$ cat config.mk
export PLATFORM = sky130hd
export DESIGN_NAME = sfr_port_arbiter
export DESIGN_NICKNAME = d
export VERILOG_FILES = /design/src/rtl/sfr_arb_pkg.sv /design/src/rtl/sfr_rr_pick.sv /design/src/rtl/sfr_port_arbiter.sv
export SDC_FILE = /design/constraint.sdc
export NUM_CORES = 1
export LEC_CHECK = 0
export BUFFER_PORTS_ARGS = -buffer_cell sky130_fd_sc_hd__buf_2
export CAP_MARGIN = 20
export CORE_MARGIN = 1.5
export CORE_UTILIZATION = 46
export CTS_CLUSTER_SIZE = 25
export DETAILED_ROUTE_END_ITERATION = 8
export PLACE_DENSITY_LB_ADDON = 0.2
export SLEW_MARGIN = 15
export SYNTH_ARGS = -nofsm -noshare
export SYNTH_HDL_FRONTEND = slang
export SYNTH_HIERARCHICAL = 1
export SYNTH_SLANG_ARGS = --single-unit
$ cat constraint.sdc
create_clock -name clock -period 2.5 [get_ports clock]
set_clock_uncertainty 0.05 [all_clocks]
set_input_delay 0.125 -clock clock [delete_from_list [all_inputs] [get_ports clock]]
set_output_delay 0.125 -clock clock [all_outputs]
set_load 0.05 [all_outputs]
$ cat src/rtl/sfr_arb_pkg.sv
// Shared types for the SFR port arbiter.
// Port command encodings, FSM states and the latched command bundle.
package sfr_arb_pkg;

  localparam int SFR_ADDR_W = 5;
  localparam int SFR_DATA_W = 8;

  typedef enum logic [1:0] {
    IDLE,
    ISSUE,
    RD_WAIT
  } arb_state_e;

  typedef enum logic [1:0] {
    SFR_WREN_IDLE  = 2'b00,
    SFR_WREN_WRITE = 2'b01,
    SFR_WREN_READ  = 2'b10
  } sfr_wren_e;

  typedef struct packed {
    logic                  we;
    logic [SFR_ADDR_W-1:0] addr;
    logic [SFR_DATA_W-1:0] wdata;
  } sfr_cmd_t;

endpackage

$ cat src/rtl/sfr_rr_pick.sv
// Combinational round-robin picker.
// One-hot winner is the lowest index at or after ptr_i, wrapping.
module sfr_rr_pick #(
  parameter int N  = 3,
  parameter int PW = (N > 1) ? $clog2(N) : 1
) (
  input  logic [N-1:0]  req_i,
  input  logic [PW-1:0] ptr_i,
  output logic [N-1:0]  gnt_o,
  output logic          any_o
);

  logic [2*N-1:0] dbl;
  logic [N-1:0]   low;
  logic [N-1:0]   sel;
  logic [2*N-1:0] back;

  // Rotate so ptr_i lands at bit 0, isolate lowest set bit, rotate back.
  assign dbl   = {req_i, req_i} >> ptr_i;
  assign low   = dbl[N-1:0];
  assign sel   = low & (~low + N'(1));
  assign back  = {sel, sel} << ptr_i;
  assign gnt_o = back[2*N-1:N];
  assign any_o = |req_i;

endmodule

$ cat src/rtl/sfr_port_arbiter.sv
// Arbiter for the SFR file's single port: CPU fixed priority,
// peripherals round-robin, starvation counter forces a peripheral turn.
module sfr_port_arbiter
  import sfr_arb_pkg::*;
#(
  parameter int NUM_PERIPH = 3,
  parameter int MAX_WAIT   = 4
) (
  input  logic                             clock,
  input  logic                             nreset,
  input  logic                             cpu_req,
  input  logic                             cpu_we,
  input  logic [SFR_ADDR_W-1:0]            cpu_addr,
  input  logic [SFR_DATA_W-1:0]            cpu_wdata,
  output logic                             cpu_gnt,
  output logic                             cpu_stall,
  output logic                             cpu_rvalid,
  input  logic [NUM_PERIPH-1:0]            p_req,
  input  logic [NUM_PERIPH-1:0]            p_we,
  input  logic [SFR_ADDR_W*NUM_PERIPH-1:0] p_addr,
  input  logic [SFR_DATA_W*NUM_PERIPH-1:0] p_wdata,
  output logic [NUM_PERIPH-1:0]            p_gnt,
  output logic [NUM_PERIPH-1:0]            p_rvalid,
  output logic [SFR_DATA_W-1:0]            rsp_rdata,
  output logic [1:0]                       sfr_wren,
  output logic [SFR_ADDR_W-1:0]            sfr_wr_addr,
  output logic [SFR_ADDR_W-1:0]            sfr_rd_addr,
  output logic [SFR_DATA_W-1:0]            sfr_write_data,
  input  logic [SFR_DATA_W-1:0]            sfr_read_data
);

  localparam int PW = (NUM_PERIPH > 1) ? $clog2(NUM_PERIPH) : 1;
  localparam logic [3:0] MW = 4'(MAX_WAIT);

  arb_state_e            state_q;
  logic [PW-1:0]         rr_q;
  logic [PW-1:0]         rr_d;
  logic [3:0]            starve_q;
  logic                  own_cpu_q;
  logic [NUM_PERIPH-1:0] own_p_q;

  logic                  cpu_gnt_q;
  logic [NUM_PERIPH-1:0] p_gnt_q;
  logic                  cpu_rvalid_q;
  logic [NUM_PERIPH-1:0] p_rvalid_q;
  logic [SFR_DATA_W-1:0] rdata_q;
  sfr_wren_e             wren_q;
  logic [SFR_ADDR_W-1:0] wr_addr_q;
  logic [SFR_ADDR_W-1:0] rd_addr_q;
  logic [SFR_DATA_W-1:0] wdata_q;

  logic [NUM_PERIPH-1:0] pick;
  logic                  p_any;
  logic                  force_p;
  logic                  cpu_win;
  logic                  p_win;
  sfr_cmd_t              cpu_cmd;
  sfr_cmd_t              p_cmd;
  sfr_cmd_t              win_cmd;

  sfr_rr_pick #(
    .N  (NUM_PERIPH),
    .PW (PW)
  ) u_pick (
    .req_i (p_req),
    .ptr_i (rr_q),
    .gnt_o (pick),
    .any_o (p_any)
  );

  assign force_p = (MW != 4'd0) && (starve_q == MW) && p_any;
  assign cpu_win = cpu_req && !force_p;
  assign p_win   = p_any && !cpu_win;
  assign cpu_cmd = {cpu_we, cpu_addr, cpu_wdata};
  assign win_cmd = cpu_win ? cpu_cmd : p_cmd;

  always_comb begin
    p_cmd = '0;
    for (int i = 0; i < NUM_PERIPH; i++) begin
      if (pick[i]) begin
        p_cmd.we    = p_we[i];
        p_cmd.addr  = p_addr[SFR_ADDR_W*i +: SFR_ADDR_W];
        p_cmd.wdata = p_wdata[SFR_DATA_W*i +: SFR_DATA_W];
      end
    end
  end

  always_comb begin
    rr_d = rr_q;
    for (int i = 0; i < NUM_PERIPH; i++) begin
      if (pick[i]) rr_d = PW'((i + 1) % NUM_PERIPH);
    end
  end

  always_ff @(posedge clock or negedge nreset) begin
    if (!nreset) begin
      state_q      <= IDLE;
      rr_q         <= '0;
      starve_q     <= '0;
      own_cpu_q    <= 1'b0;
      own_p_q      <= '0;
      cpu_gnt_q    <= 1'b0;
      p_gnt_q      <= '0;
      cpu_rvalid_q <= 1'b0;
      p_rvalid_q   <= '0;
      rdata_q      <= '0;
      wren_q       <= SFR_WREN_IDLE;
      wr_addr_q    <= '0;
      rd_addr_q    <= '0;
      wdata_q      <= '0;
    end else begin
      cpu_gnt_q    <= 1'b0;
      p_gnt_q      <= '0;
      cpu_rvalid_q <= 1'b0;
      p_rvalid_q   <= '0;
      wren_q       <= SFR_WREN_IDLE;
      unique case (state_q)
        IDLE: begin
          if (cpu_win || p_win) begin
            state_q   <= ISSUE;
            wren_q    <= win_cmd.we ? SFR_WREN_WRITE
                                    : SFR_WREN_READ;
            wr_addr_q <= win_cmd.addr;
            rd_addr_q <= win_cmd.addr;
            if (win_cmd.we) wdata_q <= win_cmd.wdata;
            cpu_gnt_q <= cpu_win;
            p_gnt_q   <= cpu_win ? '0 : pick;
            own_cpu_q <= cpu_win;
            own_p_q   <= cpu_win ? '0 : pick;
            if (cpu_win) begin
              if (p_any && starve_q != 4'hF)
                starve_q <= starve_q + 4'd1;
            end else begin
              starve_q <= '0;
              rr_q     <= rr_d;
            end
          end
        end
        ISSUE: begin
          state_q <= (wren_q == SFR_WREN_READ) ? RD_WAIT
                                               : IDLE;
        end
        RD_WAIT: begin
          rdata_q      <= sfr_read_data;
          cpu_rvalid_q <= own_cpu_q;
          p_rvalid_q   <= own_p_q;
          state_q      <= IDLE;
        end
        default: state_q <= IDLE;
      endcase
    end
  end

  assign cpu_gnt        = cpu_gnt_q;
  assign cpu_stall      = cpu_req & ~cpu_gnt_q;
  assign cpu_rvalid     = cpu_rvalid_q;
  assign p_gnt          = p_gnt_q;
  assign p_rvalid       = p_rvalid_q;
  assign rsp_rdata      = rdata_q;
  assign sfr_wren       = wren_q;
  assign sfr_wr_addr    = wr_addr_q;
  assign sfr_rd_addr    = rd_addr_q;
  assign sfr_write_data = wdata_q;

endmodule
### Yosys cells after proc, flatten, opt, wreduce, memory -nomap -nowiden

Index checks and enable logic that the tools add are counted.

| cells by class | value |
|---|---|
| $add $sub $neg | 2 |
| equal/unequal tests | 7 |
| shift operators | 2 |
| mux-type cells | 22 |
| bitwise operators | 5 |
| reductions and logical operators | 14 |

Operator list:

| kind | number |
|---|---|
| $mux 14 | 4 |
| $mux 2 | 8 |
| $mux 3 | 4 |
| $mux 4 | 2 |
| $reduce_and 3->1 | 2 |
| $shl 6x2->6 | 1 |
| $shr 6x2->3 | 1 |
| $add 4x1->4 const B | 1 |
| $eq 2x2->1 const B | 2 |
| $eq 4x3->1 const B | 1 |
| $logic_and 1x1->1 | 4 |
| $ne 4x4->1 const B | 1 |
| $pmux 2 s2 | 1 |
| $reduce_and 4->1 | 1 |
| $add 3x1->3 const B | 1 |
| $and 3x3->3 | 1 |
| $mux 1 | 3 |
| $not 3->3 | 1 |
| $reduce_bool 3->1 | 1 |
| $reduce_or 3->1 | 1 |
| $eq 2x1->1 const B | 1 |
| $logic_not 1->1 | 2 |
| $logic_not 2->1 | 1 |
| $ne 2x1->1 const B | 1 |
| 5 further kinds | 6 |

| storage, ports and cells | value |
|---|---|
| register bits | 43 |
| output and inout bits | 37 |

### Logic depth before layout (Yosys ltp)

| depth | value |
|---|---|
| depth in word-level cells | 12 |
| mapped depth | 8 |
| mapped depth without buffers | 6 |

### Modules after synthesis

Netlist, hierarchy kept.

By module, submodules not included:

| module | times used | cells each | area each (um^2) |
|---|---|---|---|
| sfr_port_arbiter | 1 | 214 | 2117.0 |
| sfr_rr_pick | 1 | 11 | 83.8 |

### Least setup slack after synthesis

OpenSTA, ideal clock, no wires.

| timing path | value |
|---|---|
| kind | reg2reg |
| start | reg rr_q[0] |
| end | reg wdata_q[0], in the netlist sfr_write_data[0] |
| arrival | 1864 ps |
| required time | 2325 ps |
| setup slack | 462 ps |
| cell stages (with the launch flop) | 8 |
| path buffers | 1 |
| cells stage by stage | dfrtp_1 -> nor2b_1 -> o211a_1 -> buf_2 -> nand3b_1 -> a22o_1 -> o21ai_4 -> mux2_2 |

| between the ends | value |
|---|---|
| elaborated cells on any way between the ends | 10 |
| classes of those cells | 1 x add/sub; 2 x shift; 4 x mux; 2 x bitwise; 1 x reduce/logical |

RTL lines:

| item | RTL line | RTL |
|---|---|---|
| start: declaration | sfr_port_arbiter.sv:36 | `logic [PW-1:0] rr_q;` |
| start signal: assignment | sfr_port_arbiter.sv:135 | `rr_q <= rr_d;` |
| $shr 6x2->3 | sfr_rr_pick.sv:19 | `assign dbl = {req_i, req_i} >> ptr_i;` |
| $not 3->3 | sfr_rr_pick.sv:21 | `assign sel = low & (~low + N'(1));` |
| $add 3x1->3 | sfr_rr_pick.sv:21 |  |
| $and 3x3->3 | sfr_rr_pick.sv:21 |  |
| $shl 6x2->6 (*) | sfr_rr_pick.sv:22 | `assign back = {sel, sel} << ptr_i;` |
| net pick[1] | sfr_port_arbiter.sv:52 | `logic [NUM_PERIPH-1:0] pick;` |
| $mux 14 (*) (2 in a row) | sfr_port_arbiter.sv:80 | `if (pick[i]) begin` |
| $mux 14 (*) | sfr_port_arbiter.sv:75 | `assign win_cmd = cpu_win ? cpu_cmd : p_cmd;` |
| $reduce_and 3->1 (no line) | -- |  |
| end signal: assignment | sfr_port_arbiter.sv:125 | `if (win_cmd.we) wdata_q <= win_cmd.wdata;` |
| end: declaration | sfr_port_arbiter.sv:50 | `logic [SFR_DATA_W-1:0] wdata_q;` |

The timed path passes the listed nets; every way through them passes the cells marked *.
A chain may end at the register's enable or synchronous reset.

### Worst setup path in the final report

| timing path | value |
|---|---|
| start | reg rr_q[0] |
| end | reg wdata_q[3], in the netlist sfr_write_data[3] |

| between the ends | value |
|---|---|
| word-level cells in the longest chain between the ends | 10 |

RTL lines:

| item | RTL line |
|---|---|
| $shr 6x2->3 | sfr_rr_pick.sv:19 |
| $not 3->3 | sfr_rr_pick.sv:21 |
| $add 3x1->3 | sfr_rr_pick.sv:21 |
| $and 3x3->3 | sfr_rr_pick.sv:21 |
| $shl 6x2->6 (*) | sfr_rr_pick.sv:22 |
| net pick[0] | sfr_port_arbiter.sv:52 |
| $mux 14 (*) (3 in a row) | sfr_port_arbiter.sv:80 |
| $mux 14 (*) | sfr_port_arbiter.sv:75 |
| $reduce_and 3->1 (no line) | -- |

Marks and branches as above.

==> out/qor.txt <==
Crit Path Max Fanout: 9
Final Hold Violating Endpoints: 0
RR Endpoint: sfr_write_data[3]
layout cells sized above 1: 39.3%
Avg Cell Area, Syn: 9.78 um2
crit path kind: reg -> reg
Ports: 107
drt wl/cell: 14.3 um
Setup TNS: 0 ns
Hold WC Path Type: in -> reg
DR DRC count: 0
DIE HEIGHT: 72.2 um
vias per std cell: 5.24
Worst R2R Path Depth: 7
RSZ-0062 raised after global routing: false
Final min period: 2.20 ns
IO Port Bufs: 106
Hold Path Cell Cnt: 3
DRT iter0 DRCs: 98
crit share post-route: 87.9%
GRT Total Usage: 21.7%
startpoint types: flip-flop
router iterations before antenna repair: 4
Longest Clk Path Bufs: 2
EDFF count, synth: 0
Worst-Margin Slew: 0.936 ns
#FFs+latches synth: 43
Min-Delay Endpoint: sfr_rd_addr[3]
antenna violations before repair: 0
std cell rows: 24
synthesized area: 2200 um2
Leak: 1.55 nW
Routed Antenna Nets: 0
CTS tree: done
crit end category: flip-flop
Vias: 2035
pwr/cell area: 1300 nW/um2
share of flip-flops with an asynchronous set or reset: 100%
final slew viol count: 0
Rel. slew slack: 37.6%
status: complete, no violations
Ant. Diodes: 0
Mapped Cells: 225
Hold Crit Start: cpu_addr[3]
Max Clock Freq: 455 MHz
largest net degree at the start of global routing: 44
nets: 408
synthesized netlist net count: 297
CTS Buf Count: 5
hpwl dp: 3950 um
root buf cell: clkbuf_8
GPL Wtd Cong: 0.783
reg-to-reg startpoint: rr_q[0]
# clock sinks: 43
number of synthesis warnings: 6
critical path arrival: 2.32 ns
Synth Flop Type: dfrtp_1
core area: 4470 um2
Critical Path RT: 2.62 ns
full die area: 5210 um2
Area Overhead vs Synth: 33.6%
Worst-Skew Late Latency: 0.29 ns
final wirelength: 5550 um
register-to-register setup slack: 0.30 ns
final setup fails: 0
hold_ws: 0.0757 ns
global-route wire length before repair: 8830 um
Initial Util: 49.2%
maximum VDD drop: 0.000636 V
clock-pin slew on the worst setup and hold paths: 0.08 ns
Max-cap violations: 0
number of global-route vias before repair: 1891
die width: 72.2 um
Netlist cell types: 40
htree depth: 2
grt total ovfl: 0
sequential area share after synthesis: 48.9%
## synth_stat cells (all sizes together) (2+ instances only)
library cell / instances / area share, %
nand2: 28 / 4.8
o21ai: 4 / 1.4
clkbuf: 10 / 1.7
nand3b: 2 / 0.68
inv: 5 / 0.85
nand4: 3 / 0.85
a21o: 4 / 1.4
a21oi: 12 / 2.7
a221oi: 9 / 3.9
dfrtp: 43 / 49
xor2: 3 / 1.2
o31ai: 8 / 2.7
and2: 8 / 2.3
nand3: 16 / 3.6
ha: 2 / 1.1
nand2b: 6 / 1.7
nor2: 13 / 2.2
o211a: 2 / 0.91
buf: 8 / 2.3
a221o: 5 / 2.3
mux2: 8 / 4.1
nor2b: 14 / 4.0
## worst max-delay path: stages, from the launching register on
cell	delay [ns]
dfrtp_1	0.43
nor2b_1	0.17
a221oi_2	0.29
buf_4	0.16
nand3b_1	0.07
a22o_1	0.22
o21ai_4	0.30
mux2_2	0.38
## per-layer routing
layer	vias up	global-route usage, %	part of all wire [%]
met5	-	0	0
met4	0	6.50	1.0
met3	6	4.72	6.6
met2	78	36.5	48
met1	940	28.3	44
li1	1011	-	-
## cell type report
class                   instances  area (um2)
clock buffers                   6        82.6
clock inverters                 1        5.00
fillers                       393        1530
inverters                       5        18.8
multi-input cells             159        1020
flip-flops and latches         43        1080
well taps                      52        65.1
repair buffers                122         673
## worst max-delay path by stage
stage	cells after the start	startpoint	endpoint	slack [ns]
global placement	6	rr_q[0]	sfr_write_data[1]	0.16
detailed placement	6	rr_q[0]	sfr_write_data[0]	0.02
floorplan	7	rr_q[0]	sfr_write_data[0]	0.46
finish	7	rr_q[0]	sfr_write_data[3]	0.30
global route	6	rr_q[0]	sfr_write_data[5]	0.16
CTS	7	rr_q[0]	sfr_write_data[3]	0.31
## cells by family (layout without fill, tap and decap cells)
| kind of cell | count (synthesis) | count (layout) | synth area share, % |
|---|---|---|---|
| AO/OA/AOI/OAI | 49 | 49 | 17.2 |
| XOR/XNOR | 4 | 4 | 1.59 |
| adder cells (fa/ha/maj) | 2 | 2 | 1.14 |
| buffers and inverters | 23 | 134 | 4.89 |
| flip-flops | 43 | 43 | 48.9 |
| multiplexers | 8 | 8 | 4.09 |
| AND/OR/NAND/NOR | 96 | 96 | 22.2 |
## sequential cells by signal (all words and copies together) (netlist names)
| signal | count |
|---|---|
| rsp_rdata | 8 |
| sfr_write_data | 8 |
| sfr_wren | 2 |
| p_gnt | 3 |
| state_q | 2 |
| cpu_rvalid | 1 |
| sfr_rd_addr | 5 |
| own_p_q | 3 |
| cpu_gnt | 1 |
| rr_q | 2 |
| p_rvalid | 3 |
| starve_q | 4 |
| own_cpu_q | 1 |
## through the flow
stage               cells  utilization, %  total power [mW]  setup slack, ns  area [um2]
detailed placement    372            61.7              3.38           0.0152        2760
finish                388            65.7              3.81            0.302        2940
global placement      372            61.7              3.34            0.157        2760
floorplan             225               -              2.86            0.462        2200
global route          388            65.7              4.04            0.163        2940
CTS                   388            65.7              3.84            0.308        2940
## cell usage in the layout, fill, tap and decap left out, types with 2 or more instances in the layout
cell	count
dlygate4sd3_1	9
a21oi_1	12
a21o_1	4
a221o_1	5
nor2b_1	13
xor2_1	3
nand2_1	28
inv_1	5
and2_1	7
o31ai_1	8
buf_2	106
clkbuf_8	6
nand3b_1	2
buf_4	7
a221oi_1	8
nand4_1	3
o21ai_0	2
nand3_1	16
nor2_1	13
ha_1	2
o211a_1	2
nand2b_1	6
dfrtp_1	43
mux2_2	8
## power by group
group	total, mW	switching [mW]	internal (mW)
combinational	2.21	1.54	0.670
clock	0.441	0.224	0.217
sequential	1.15	0.173	0.982
total	3.81	1.94	1.87
## repair_timing
action | 4_1_cts | 5_1_grt
gates resized for setup | 1 | 0
buffers inserted | 0 | 0
hold buffers | 9 | 0
endpoints found under the setup margin | 1 | 0
endpoints found under the hold margin | 51 | 0
(Power assumes the default switching activity.)
